--- src/rtl/instr_fetch.sv ---
`default_nettype none
// ============================================================================
//  Module   : instr_fetch
//  Purpose  : Instruction-fetch stage in front of the 8K x 17-bit instruction
//             memory. It owns the PC, drives the IM address and read enable,
//             and captures IM read data into the IF/ID register. It also
//             handles stall, redirect (flush) and HALT.
//  Ports    : clk, rst_n            - clock, asynchronous active-low reset
//             stall                 - hold PC and IF/ID
//             redirect, redirect_pc - one-cycle taken branch/jump and target
//             instr_in              - IM read data for the current im_addr
//             im_addr, im_rd_en     - IM address (the PC) and read enable
//             instr_id, pc_id       - IF/ID instruction and its PC+1
//             valid_id              - instr_id is a real instruction
//             halted                - fetch has stopped on HALT
//  Revision : 1.0  initial release
// ============================================================================
module instr_fetch #(
    parameter logic [15:0] RESET_PC  = 16'h0000,
    parameter logic [16:0] NOP_INSTR = 17'h0,
    parameter logic [4:0]  HALT_OP   = 5'h1F
) (
    input  logic        clk,
    input  logic        rst_n,
    input  logic        stall,
    input  logic        redirect,
    input  logic [15:0] redirect_pc,
    input  logic [16:0] instr_in,
    output logic [15:0] im_addr,
    output logic        im_rd_en,
    output logic [16:0] instr_id,
    output logic [15:0] pc_id,
    output logic        valid_id,
    output logic        halted
);

    typedef enum logic [1:0] {
        ST_BOOT = 2'd0,
        ST_RUN  = 2'd1,
        ST_HALT = 2'd2
    } state_t;

    state_t      r_state;
    state_t      w_state_nxt;
    logic [15:0] r_pc;
    logic [15:0] w_pc_nxt;
    logic [15:0] w_pc_inc;
    logic [16:0] r_instr_id;
    logic [16:0] w_instr_nxt;
    logic [15:0] r_pc_id;
    logic [15:0] w_pc_id_nxt;
    logic        r_valid_id;
    logic        w_valid_nxt;

    // 16-bit increment; wraps from 16'hFFFF to 16'h0000 naturally.
    assign w_pc_inc = r_pc + 16'd1;

    // State and IF/ID register.
    always_ff @(posedge clk or negedge rst_n) begin
        if (!rst_n) begin
            r_state    <= ST_BOOT;
            r_pc       <= RESET_PC;
            r_instr_id <= NOP_INSTR;
            r_pc_id    <= 16'h0000;
            r_valid_id <= 1'b0;
        end else begin
            r_state    <= w_state_nxt;
            r_pc       <= w_pc_nxt;
            r_instr_id <= w_instr_nxt;
            r_pc_id    <= w_pc_id_nxt;
            r_valid_id <= w_valid_nxt;
        end
    end

    // Next-state logic. Everything holds unless a branch below changes it.
    always_comb begin
        w_state_nxt = r_state;
        w_pc_nxt    = r_pc;
        w_instr_nxt = r_instr_id;
        w_pc_id_nxt = r_pc_id;
        w_valid_nxt = r_valid_id;
        case (r_state)
            ST_BOOT: begin
                // The IM read of RESET_PC is in flight, so nothing is ready
                // to hand to decode yet. stall has no effect here.
                w_instr_nxt = NOP_INSTR;
                w_valid_nxt = 1'b0;
                w_state_nxt = ST_RUN;
            end
            ST_RUN: begin
                if (redirect) begin
                    // The instruction now on instr_in is on the wrong path.
                    // Drop it, including a HALT, which must not take effect.
                    w_pc_nxt    = redirect_pc;
                    w_instr_nxt = NOP_INSTR;
                    w_valid_nxt = 1'b0;
                end else if (!stall) begin
                    w_instr_nxt = instr_in;
                    w_pc_id_nxt = w_pc_inc;
                    w_valid_nxt = 1'b1;
                    w_pc_nxt    = w_pc_inc;
                    if (instr_in[16:12] == HALT_OP) begin
                        w_state_nxt = ST_HALT;
                    end
                end
            end
            ST_HALT: begin
                // The PC stays frozen after the HALT instruction. Drain IF/ID
                // once downstream releases stall. Only reset leaves this state.
                if (!stall) begin
                    w_instr_nxt = NOP_INSTR;
                    w_valid_nxt = 1'b0;
                end
            end
            default: begin
                w_state_nxt = ST_BOOT;
            end
        endcase
    end

    assign im_addr  = r_pc;
    // BOOT always reads, because the first fetch must complete there even
    // if stall is asserted.
    assign im_rd_en = (r_state == ST_BOOT) || ((r_state == ST_RUN) && !stall);
    assign instr_id = r_instr_id;
    assign pc_id    = r_pc_id;
    assign valid_id = r_valid_id;
    assign halted   = (r_state == ST_HALT);

endmodule
`default_nettype wire

--- config.mk ---
export PLATFORM = sky130hd
export DESIGN_NAME = instr_fetch
export DESIGN_NICKNAME = d
export VERILOG_FILES = /design/src/rtl/instr_fetch.sv
export SDC_FILE = /design/constraint.sdc
export NUM_CORES = 1
export LEC_CHECK = 0
export ABC_AREA = 1
export ABC_CLOCK_PERIOD_IN_PS = 3000
export CAP_MARGIN = 20
export CORE_MARGIN = 2
export CORE_UTILIZATION = 49
export DETAILED_ROUTE_END_ITERATION = 8
export GPL_ROUTABILITY_DRIVEN = 1
export PLACE_DENSITY = 0.95
export SYNTH_ARGS = -nofsm -noshare
export SYNTH_HDL_FRONTEND = slang
export SYNTH_SLANG_ARGS = --single-unit
--- constraint.sdc ---
create_clock -name clk -period 3 [get_ports clk]
set_input_delay 0.6 -clock clk [delete_from_list [all_inputs] [get_ports clk]]
set_output_delay 0.6 -clock clk [all_outputs]
set_load 0.01 [all_outputs]
==> flow_metrics.py, run 1 <==
metrics = {
    "timing": {
        "rsz0062_at_grt": "false",
        "max-slew-margin-rel_pct": 57.4,
        "period_needed_ps": 2470,
        "fin_crit_sh_pct": 82.5,
        "hold_viol": 0,
        "setup_viol": 0,
        "fin_worst_skew_ps": 6.59,
        "clock.fmax_ghz": 0.404,
        "worst_slack_ps": 526,
        "drv_slew": 0,
        "tns_ps": 0,
        "worst_pin_slew_ps": 638,
    },
    "setup_path": {
        "reg2reg_depth": 8,
        "reg2reg_setup_slack_ps": 1310,
        "startpoint": "stall",
        "cp-end-kind": "output port",
        "worst_ep_required_time_ps": 2400,
        "criticalPathCategory": "in -> out",
        "critical_path.startpoint_type": "input pin",
        "r2r-end": "im_addr[10]",
        "critical_path.endpoint": "im_rd_en",
        "worstPathArrival_ps": 1870,
        "critical_path.max_fanout": 4,
        "r2r_start": "im_addr[0]",
    },
    "routing": {
        "wl_per_cell_microns": 14.5,
        "dr.first_iter.drc_count": 210,
        "dr_total_vias": 2640,
        "postRouteAntennaNets": 0,
        "wl_microns": 7160,
        "route.detailed.drc": 0,
        "firstDrtPassIters": 5,
        "via_per_inst": 5.35,
    },
    "logic_synthesis": {
        "synth_common_cells": "109 x nand2_1, 52 x dfrtp_1, 45 x nand3_1, 45 x nor2_1, 19 x inv_1",
        "yosysUniqueCellTypes": 27,
        "synth_top_cell_by_area": "dfrtp_1",
        "ys.flop_type": "dfrtp_1",
        "synth-edff-count": 0,
        "synthArstFlopShare_pct": 100,
        "synth-seq-area-share_pct": 50.1,
        "ys_ff_latch": 52,
        "synth_area_sq_um": 2600,
        "avgSynthCellArea_sq_um": 7.76,
        "netlist.area_leader.share_pct": 50.1,
        "syn_inst": 335,
        "synth.top_cells.by_area": "dfrtp_1 50%, nand2_1 16%, nand3_1 8.7%",
        "yosys.cell_count.top_type": "nand2_1",
        "synthesis.nets": 373,
        "yosys_warnings": 0,
    },
    "cts": {
        "post_cts_buffers": 0,
        "h-tree-depth": 2,
        "clock-root-buffer": "clkbuf_8",
        "clock_latency_ps": 310,
        "cts_hold_buf": 0,
        "cts_tree": "built",
        "cts_buffer_depth": 2,
        "post_cts_resized": 0,
        "cts_buffers": 5,
        "clk_pin_slew_ps": 90,
        "clock_sinks": 52,
    },
    "place": {
        "numPlacedInstances": 485,
        "numPortBuffers": 88,
        "hpwl_microns": 5280,
        "placed_area_sq_um": 3520,
        "dp_slack_ps": 368,
        "gp_congestion": 0.850,
    },
    "die": {
        "rows": 26,
        "die_w_microns": 76.8,
        "core-area_sq_um": 5110,
        "dieArea_sq_um": 5900,
        "initial_utilization_pct": 50.9,
        "dieHeight_microns": 76.8,
        "ioPinCount": 89,
    },
    "grt": {
        "grt.total_usage_pct": 25.4,
        "gr-total-overflow": 0,
        "grt_max_degree": 30,
        "antenna_found_initial": 0,
        "grt_pass1_vias": 2442,
        "grt_pass1_wl_microns": 12100,
    },
    "outcome": {
        "status": "complete, no violations",
    },
    "power_and_ir_drop": {
        "ir_drop_mv": 0.278,
        "powerDensity_nw_per_um2": 534,
        "cellLeakagePower_nw": 1.75,
    },
    "job": {
        "max_cap_violations": 0,
    },
    "cells_and_area": {
        "fin_util_pct": 71.2,
        "layoutNonFillerInstCount": 493,
        "drive_gt1_share_pct": 5.44,
        "fin_nets": 460,
        "design_area_sq_um": 3640,
        "diodes": 0,
        "syn_to_final_growth_pct": 39.9,
    },
    "min_path": {
        "hold_path_class": "in -> async",
    },
}
## power by group
part           internal [W]  switching (W)  leakage [nW]
logic              0.000292       0.000272          1.06
registers          0.000797      0.0000939         0.635
clock network      0.000247       0.000240        0.0541
total               0.00134       0.000606          1.75
## worst min path at each step
stage | end | slack [ps] | cells past startpoint
after detailed placement | pc_id[15] | 470 | 2
after global routing | pc_id[2] | 340 | 1
after global placement | pc_id[3] | 460 | 2
final | instr_id[16] | 300 | 1
after floorplan | im_addr[0] | 300 | 0
after CTS | instr_id[2] | 320 | 1
## routing by layer
metal | share of wire (%) | track usage [%] | vias to the layer above
li1 | - | - | 1248
met1 | 40 | 33.2 | 1231
met2 | 49 | 42.8 | 151
met3 | 9.5 | 5.18 | 10
met4 | 1.3 | 7.64 | 0
met5 | 0 | 0 | -
## state kept, by name, summed over array words and instances, names as in the netlist
name / cells
instr_id: 17
im_addr: 16
pc_id: 16
r_state: 2
valid_id: 1
## cells by family (layout without fill, tap and decap cells)
| group | Yosys count | count (layout) | share of synthesized area [%] |
|---|---|---|---|
| fa+ha+maj | 1 | 1 | 0.481 |
| compound gates | 33 | 33 | 7.56 |
| buf+inv | 36 | 124 | 6.16 |
| flops | 52 | 52 | 50.1 |
| simple gates | 206 | 206 | 33.4 |
| xor+xnor | 7 | 7 | 2.36 |
## stage by stage
stage	hold slack, ps	power (W)
5_1_grt	337	0.00205
3_5_place_dp	472	0.00146
2_1_floorplan	304	0.00113
6_report	300	0.00194
3_3_place_gp	456	0.00144
4_1_cts	317	0.00195
## cell usage in the layout, fill, tap and decap left out, types with 2 or more instances in the layout
cell / netlist / routed
a31oi_1: 5 / 5
xor2_1: 6 / 6
inv_2: 4 / 4
o22ai_1: 2 / 2
a21oi_1: 7 / 7
nand4_1: 4 / 4
nor2_1: 45 / 45
inv_1: 19 / 19
o21a_1: 2 / 2
clkdlybuf4s50_1: 0 / 87
nand2_1: 109 / 109
dfrtp_1: 52 / 52
nand3_1: 45 / 45
buf_4: 0 / 4
clkbuf_8: 0 / 5
o21ai_0: 14 / 14
## critical path: stages
cell	delay, ps
clkdlybuf4s50_1	510
a21oi_1	190
clkdlybuf4s50_1	570
## area by class of cell
cell class                      count  area (sq um)
Tap cell                           70          87.6
Clock inverter                      3          42.5
Fill cell                         394          1470
Clock buffer                        5          68.8
Timing Repair Buffer               92           906
Inverter                           24          92.6
Multi-Input combinational cell    247          1140
Sequential cell                    52          1300
No activity file was read; power rests on OpenSTA's default activity.
==> run 2, diff against run 1 <==
Settings changed: ABC_CLOCK_PERIOD_IN_PS 3000 to 2080, CORE_UTILIZATION 49 to 41, PLACE_DENSITY 0.95 to 0.86.
Clock period 3 ns to 2.08 ns, I/O delays scaled along.
==> run 2 against run 1 <==
Net effect:
- design area increased by 1.9%
- count of clock-buffer cells in the layout is 2 higher
- non-clock buffer count increased by 7
- critical path depth unchanged
- clock power up 24%
- largest cell class unchanged
==> flow_metrics.py, run 2 (synthesis results as in run 1) <==
metrics = {
    "cells_and_area": {
        "final_cell_mix": "109 x nand2_1, 87 x clkdlybuf4s50_1, 52 x dfrtp_1",
        "syn_to_final_growth_pct": 42.6,
        "diodes": 0,
        "largest_reg_flops": 17,
        "design_area_sq_um": 3700,
        "layoutNonFillerInstCount": 507,
        "fin_nets": 467,
        "mostFrequentLayoutCell": "nand2_1",
        "drive_gt1_share_pct": 6.74,
    },
    "die": {
        "dieArea_sq_um": 6990,
        "die_w_microns": 83.6,
        "initial_utilization_pct": 41.6,
        "dieHeight_microns": 83.6,
        "core-area_sq_um": 6240,
        "rows": 29,
        "ioPinCount": 89,
    },
    "cts": {
        "clock_sinks": 52,
        "post_cts_resized": 0,
        "cts_tree": "built",
        "clk_pin_slew_ps": 100,
        "cts_buffers": 5,
        "clock_latency_ps": 300,
        "h-tree-depth": 2,
        "post_cts_buffers": 0,
        "clock-root-buffer": "clkbuf_8",
        "cts_hold_buf": 0,
        "cts_buffer_depth": 2,
    },
    "place": {
        "gp_congestion": 0.863,
        "placed_area_sq_um": 3610,
        "numPlacedInstances": 499,
        "numPortBuffers": 88,
        "hpwl_microns": 5260,
    },
    "grt": {
        "grt.total_usage_pct": 20.6,
        "gr-total-overflow": 0,
        "grt_pass1_wl_microns": 11800,
        "grt_pass1_vias": 2569,
        "antenna_found_initial": 0,
        "grt_max_degree": 31,
    },
    "timing": {
        "fin_worst_skew_ps": 9.12,
        "max-slew-margin-rel_pct": 64.2,
        "setup_viol": 0,
        "fin_crit_sh_pct": 95.6,
        "rsz0062_at_grt": "false",
        "clock.fmax_ghz": 0.503,
        "tns_ps": 0,
        "period_needed_ps": 1990,
        "drv_slew": 0,
        "hold_viol": 0,
        "worst_pin_slew_ps": 537,
    },
    "power_and_ir_drop": {
        "powerDensity_nw_per_um2": 731,
        "power_frac_seq_pct": 47.1,
        "power.internal_w": 0.00186,
        "cellLeakagePower_nw": 1.78,
        "comb_power_share_pct": 30.5,
        "pwr-share-clk_pct": 22.3,
        "switching_power_w": 0.000853,
        "swShare_pct": 31.5,
        "ir_drop_mv": 0.290,
    },
    "setup_path": {
        "critical_path.startpoint_type": "input pin",
        "crit_top_cell": "clkdlybuf4s50_1",
        "slowest_delay_ps": 560,
        "path_buf_inv": 2,
        "slowest_stage": "clkdlybuf4s50_1",
        "criticalPathCategory": "in -> out",
        "crit_family": "buffers and inverters",
        "cp-end-kind": "output port",
        "worst_ep_required_time_ps": 1660,
        "worstPathArrival_ps": 1570,
        "crit_chain": "clkdlybuf4s50_1 > a21oi_1 > clkdlybuf4s50_1",
        "critical_path.max_fanout": 2,
    },
    "routing": {
        "postRouteAntennaNets": 0,
        "wl_per_cell_microns": 13.9,
        "wl_microns": 7040,
        "route.detailed.drc": 0,
        "firstDrtPassIters": 4,
        "dr.first_iter.drc_count": 132,
        "dr_total_vias": 2619,
        "via_per_inst": 5.17,
    },
    "outcome": {
        "status": "complete, no violations",
    },
    "job": {
        "max_cap_violations": 0,
    },
    "min_path": {
        "hold_path_class": "in -> async",
    },
}
-- run 2: cell types whose count changed in the layout (fill, tap and decap cells not counted), sizes merged --
cell,before,now
bufinv,1,0
clkbuf,5,7
clkinv,1,0
buf,5,12
-- run 2: final cells by class --
cell class	count	area, sq um
fillers	551	2540
flip-flops and latches	52	1300
multi-input cells	247	1140
repair buffers	99	983
well taps	77	96.3
inverters	24	92.6
clock buffers	7	86.3
clock inverters	1	7.51
-- run 2: worst reg2reg max path, stage by stage, from the launching register on --
cell and delay (ps):
dfrtp_1 480, ha_1 220, nand3_1 160, inv_1 90, nand2_1 160, o21ai_0 260, nand3_1 120, nand2_1 90
nand2_1 40
-- run 2: path summary, 6_finish.rpt --
check | from | endpoint | slack (ps) | depth (start not counted)
worst min-delay path | rst_n | instr_id[3] | 80 | 1
min in group clk | pc_id[1] | pc_id[1] | 480 | 2
worst min register to register | pc_id[1] | pc_id[1] | 480 | 2
worst max register to register | im_addr[0] | im_addr[10] | 370 | 8
max in group asynchronous | rst_n | pc_id[13] | 1450 | 2
worst max-delay path | stall | im_rd_en | 90 | 3
-- run 2: metrics by stage --
stage	total power, W	setup WS [ps]	utilization [%]	hold WS, ps
after floorplan	0.00164	668	-	120
after global placement	0.00209	145	57.9	423
after detailed placement	0.00212	94.8	57.9	427
after CTS	0.00273	89.1	59.4	85.7
after global routing	0.00285	21.9	59.4	117
final	0.00271	92.2	59.4	77.3
-- run 2: power groups by stage --
stage	Sequential (W)	Clock, W	Combinational (W)
floorplan	0.00134	0	0.000297
global placement	0.00129	0	0.000803
detailed placement	0.00129	0	0.000829
CTS	0.00128	0.000621	0.000834
global route	0.00130	0.000648	0.000908
finish	0.00128	0.000605	0.000827
-- run 2: layer usage --
metal,up-vias,track usage (%),share of wire (%)
met5,-,0,0
met2,107,34.9,49
met3,8,4.15,6.9
met1,1234,26.3,44
li1,1270,-,-
met4,0,6.74,0.97
==> run 3, diff against run 2 <==
Settings changed: ABC_AREA 1 to unset, PLACE_DENSITY 0.86 to 0.87, SKIP_CTS_REPAIR_TIMING set to 1.
==> run 3 against run 2 <==
Net effect:
- utilization grew 3.6 points
- via count fell by 9.7%
- routed wire length down 3.9%
- global-route usage up 0.22 points
- clock skew is 1.3 ps higher
- critical path type unchanged
==> flow_metrics.py, run 3 <==
metrics = {
    "timing": {
        "hold_viol": 0,
        "worst_slack_ps": 78.7,
        "drv_slew": 0,
        "fin_worst_skew_ps": 10.4,
        "setup_viol": 0,
        "fin_crit_sh_pct": 96.2,
        "max-slew-margin-rel_pct": 58.3,
        "worst_pin_slew_ps": 624,
        "rsz0062_at_grt": "false",
        "tns_ps": 0,
        "clock.fmax_ghz": 0.500,
        "period_needed_ps": 2000,
    },
    "power_and_ir_drop": {
        "ir_drop_mv": 0.429,
        "pwr-share-clk_pct": 22.5,
        "power.internal_w": 0.00189,
        "switching_power_w": 0.000798,
        "power_w": 0.00269,
        "cellLeakagePower_nw": 1.61,
        "comb_power_share_pct": 30.7,
        "swShare_pct": 29.7,
        "powerDensity_nw_per_um2": 713,
        "power_frac_seq_pct": 46.8,
    },
    "cts": {
        "cts_tree": "built",
        "clock_sinks": 52,
        "cts_buffers": 5,
        "clock-root-buffer": "clkbuf_8",
        "clk_pin_slew_ps": 90,
        "h-tree-depth": 2,
        "clock_latency_ps": 300,
        "cts_buffer_depth": 2,
    },
    "place": {
        "numPlacedInstances": 434,
        "dp_slack_ps": -108,
        "gp_congestion": 0.843,
        "placed_area_sq_um": 3670,
        "hpwl_microns": 5190,
        "numPortBuffers": 88,
    },
    "logic_synthesis": {
        "ys.flop_type": "dfrtp_1",
        "syn_inst": 262,
        "yosys_warnings": 0,
        "netlist.area_leader.share_pct": 50.6,
        "synth-edff-count": 0,
        "synth-seq-area-share_pct": 50.6,
        "synth_top_cell_by_area": "dfrtp_1",
        "yosys.cell_count.top_type": "dfrtp_1",
        "avgSynthCellArea_sq_um": 9.81,
        "synth_area_sq_um": 2570,
        "ys_ff_latch": 52,
        "synth_common_cells": "52 x dfrtp_1, 36 x nand2_1, 19 x o21ai_0",
        "synthArstFlopShare_pct": 100,
        "synth.top_cells.by_area": "dfrtp_1 51%, nand2_1 5.3%, a21bo_2 4.7%",
        "yosysUniqueCellTypes": 42,
        "synthesis.nets": 300,
    },
    "routing": {
        "wl_per_cell_microns": 15.3,
        "dr_total_vias": 2365,
        "dr.first_iter.drc_count": 161,
        "postRouteAntennaNets": 0,
        "route.detailed.drc": 0,
        "wl_microns": 6770,
        "via_per_inst": 5.35,
        "firstDrtPassIters": 4,
    },
    "die": {
        "dieHeight_microns": 83.2,
        "rows": 28,
        "die_w_microns": 83.2,
        "core-area_sq_um": 5990,
        "initial_utilization_pct": 42.9,
        "dieArea_sq_um": 6920,
        "ioPinCount": 89,
    },
    "cells_and_area": {
        "mostFrequentLayoutCell": "clkdlybuf4s50_1",
        "layoutNonFillerInstCount": 442,
        "largest_reg_flops": 17,
        "design_area_sq_um": 3770,
        "syn_to_final_growth_pct": 46.8,
        "diodes": 0,
        "drive_gt1_share_pct": 15.0,
        "final_cell_mix": "87 x clkdlybuf4s50_1, 51 x dfrtp_1, 36 x nand2_1",
        "fin_nets": 404,
    },
    "min_path": {
        "hold_path_class": "in -> async",
    },
    "grt": {
        "grt_pass1_vias": 2372,
        "grt_pass1_wl_microns": 11700,
        "antenna_found_initial": 0,
        "gr-total-overflow": 0,
        "grt.total_usage_pct": 20.8,
        "grt_max_degree": 30,
    },
    "setup_path": {
        "critical_path.max_fanout": 3,
        "criticalPathCategory": "in -> out",
        "cp-end-kind": "output port",
        "worst_ep_required_time_ps": 1660,
        "worstPathArrival_ps": 1590,
        "critical_path.startpoint_type": "input pin",
    },
    "outcome": {
        "status": "complete, no violations",
    },
    "job": {
        "max_cap_violations": 0,
    },
}
-- run 3: cell types whose count changed in the layout (fill, tap and decap cells not counted), moves of 5 or more --
cell     previous run  this run
nor2_1             45        16
a21bo_2             0        12
nand2_1           109        36
nor3_1              0         5
xnor2_1             1        11
nand3_1            45         6
mux2i_1             0         6
nand4_1             4        16
inv_1              19         8
o21ai_0            14        19
buf_4               9        25
-- run 3: per-layer routing --
metal | vias up | GRT usage [%] | wire, microns
li1 | 1144 | - | -
met3 | 19 | 6.36 | 505
met5 | - | 0 | 0
met2 | 92 | 32.3 | 3180
met1 | 1110 | 27.0 | 2890
met4 | 0 | 8.49 | 191
-- run 3: power groups by stage --
stage | Combinational, W | Clock (W) | Sequential, W
after floorplan | 0.000265 | 0 | 0.00134
after global placement | 0.000810 | 0 | 0.00127
after detailed placement | 0.000831 | 0 | 0.00128
after CTS | 0.000833 | 0.000627 | 0.00126
after global routing | 0.000902 | 0.000666 | 0.00128
final | 0.000827 | 0.000605 | 0.00126
-- run 3: kinds of logic (layout without fill, tap and decap cells) --
logic type | after synthesis | after routing | share of synthesized area, %
buffers and inverters | 25 | 130 | 4.09
multiplexers | 6 | 6 | 2.34
AO/OA/AOI/OAI | 65 | 65 | 17.9
adder cells (fa/ha/maj) | 1 | 1 | 0.487
XOR/XNOR | 13 | 13 | 4.43
flip-flops | 52 | 52 | 50.6
AND/OR/NAND/NOR | 100 | 100 | 20.1
-- run 3: area by class of cell --
| class | count | area, sq um |
|---|---|---|
| fill | 473 | 2220 |
| sequential | 52 | 1300 |
| multi-input combinational | 185 | 1170 |
| timing repair buffer | 114 | 1080 |
| tap | 75 | 93.8 |
| clock buffer | 6 | 82.6 |
| inverter | 8 | 30.0 |
| clock inverter | 2 | 13.8 |
-- run 3: final timing paths --
kind / startpoint / endpoint / slack (ps) / cells past startpoint
max reg2reg: im_addr[1] / im_addr[12] / 220 / 5
min in group clk: pc_id[11] / pc_id[11] / 490 / 2
min: rst_n / pc_id[3] / 80 / 1
min reg2reg: pc_id[11] / pc_id[11] / 490 / 2
max in group asynchronous: rst_n / pc_id[13] / 1360 / 2
max: stall / im_rd_en / 80 / 3
-- run 3: metrics by stage --
stage | hold WS, ps | utilization, %
CTS | 90.1 | 62.9
finish | 80.0 | 63.0
floorplan | 120 | -
global route | 105 | 63.0
detailed placement | 427 | 61.3
global placement | 424 | 61.3
-- run 3: critical path, stage by stage --
cell and delay [ps]:
clkdlybuf4s50_1 450, a21oi_1 160, clkdlybuf4s50_1 550
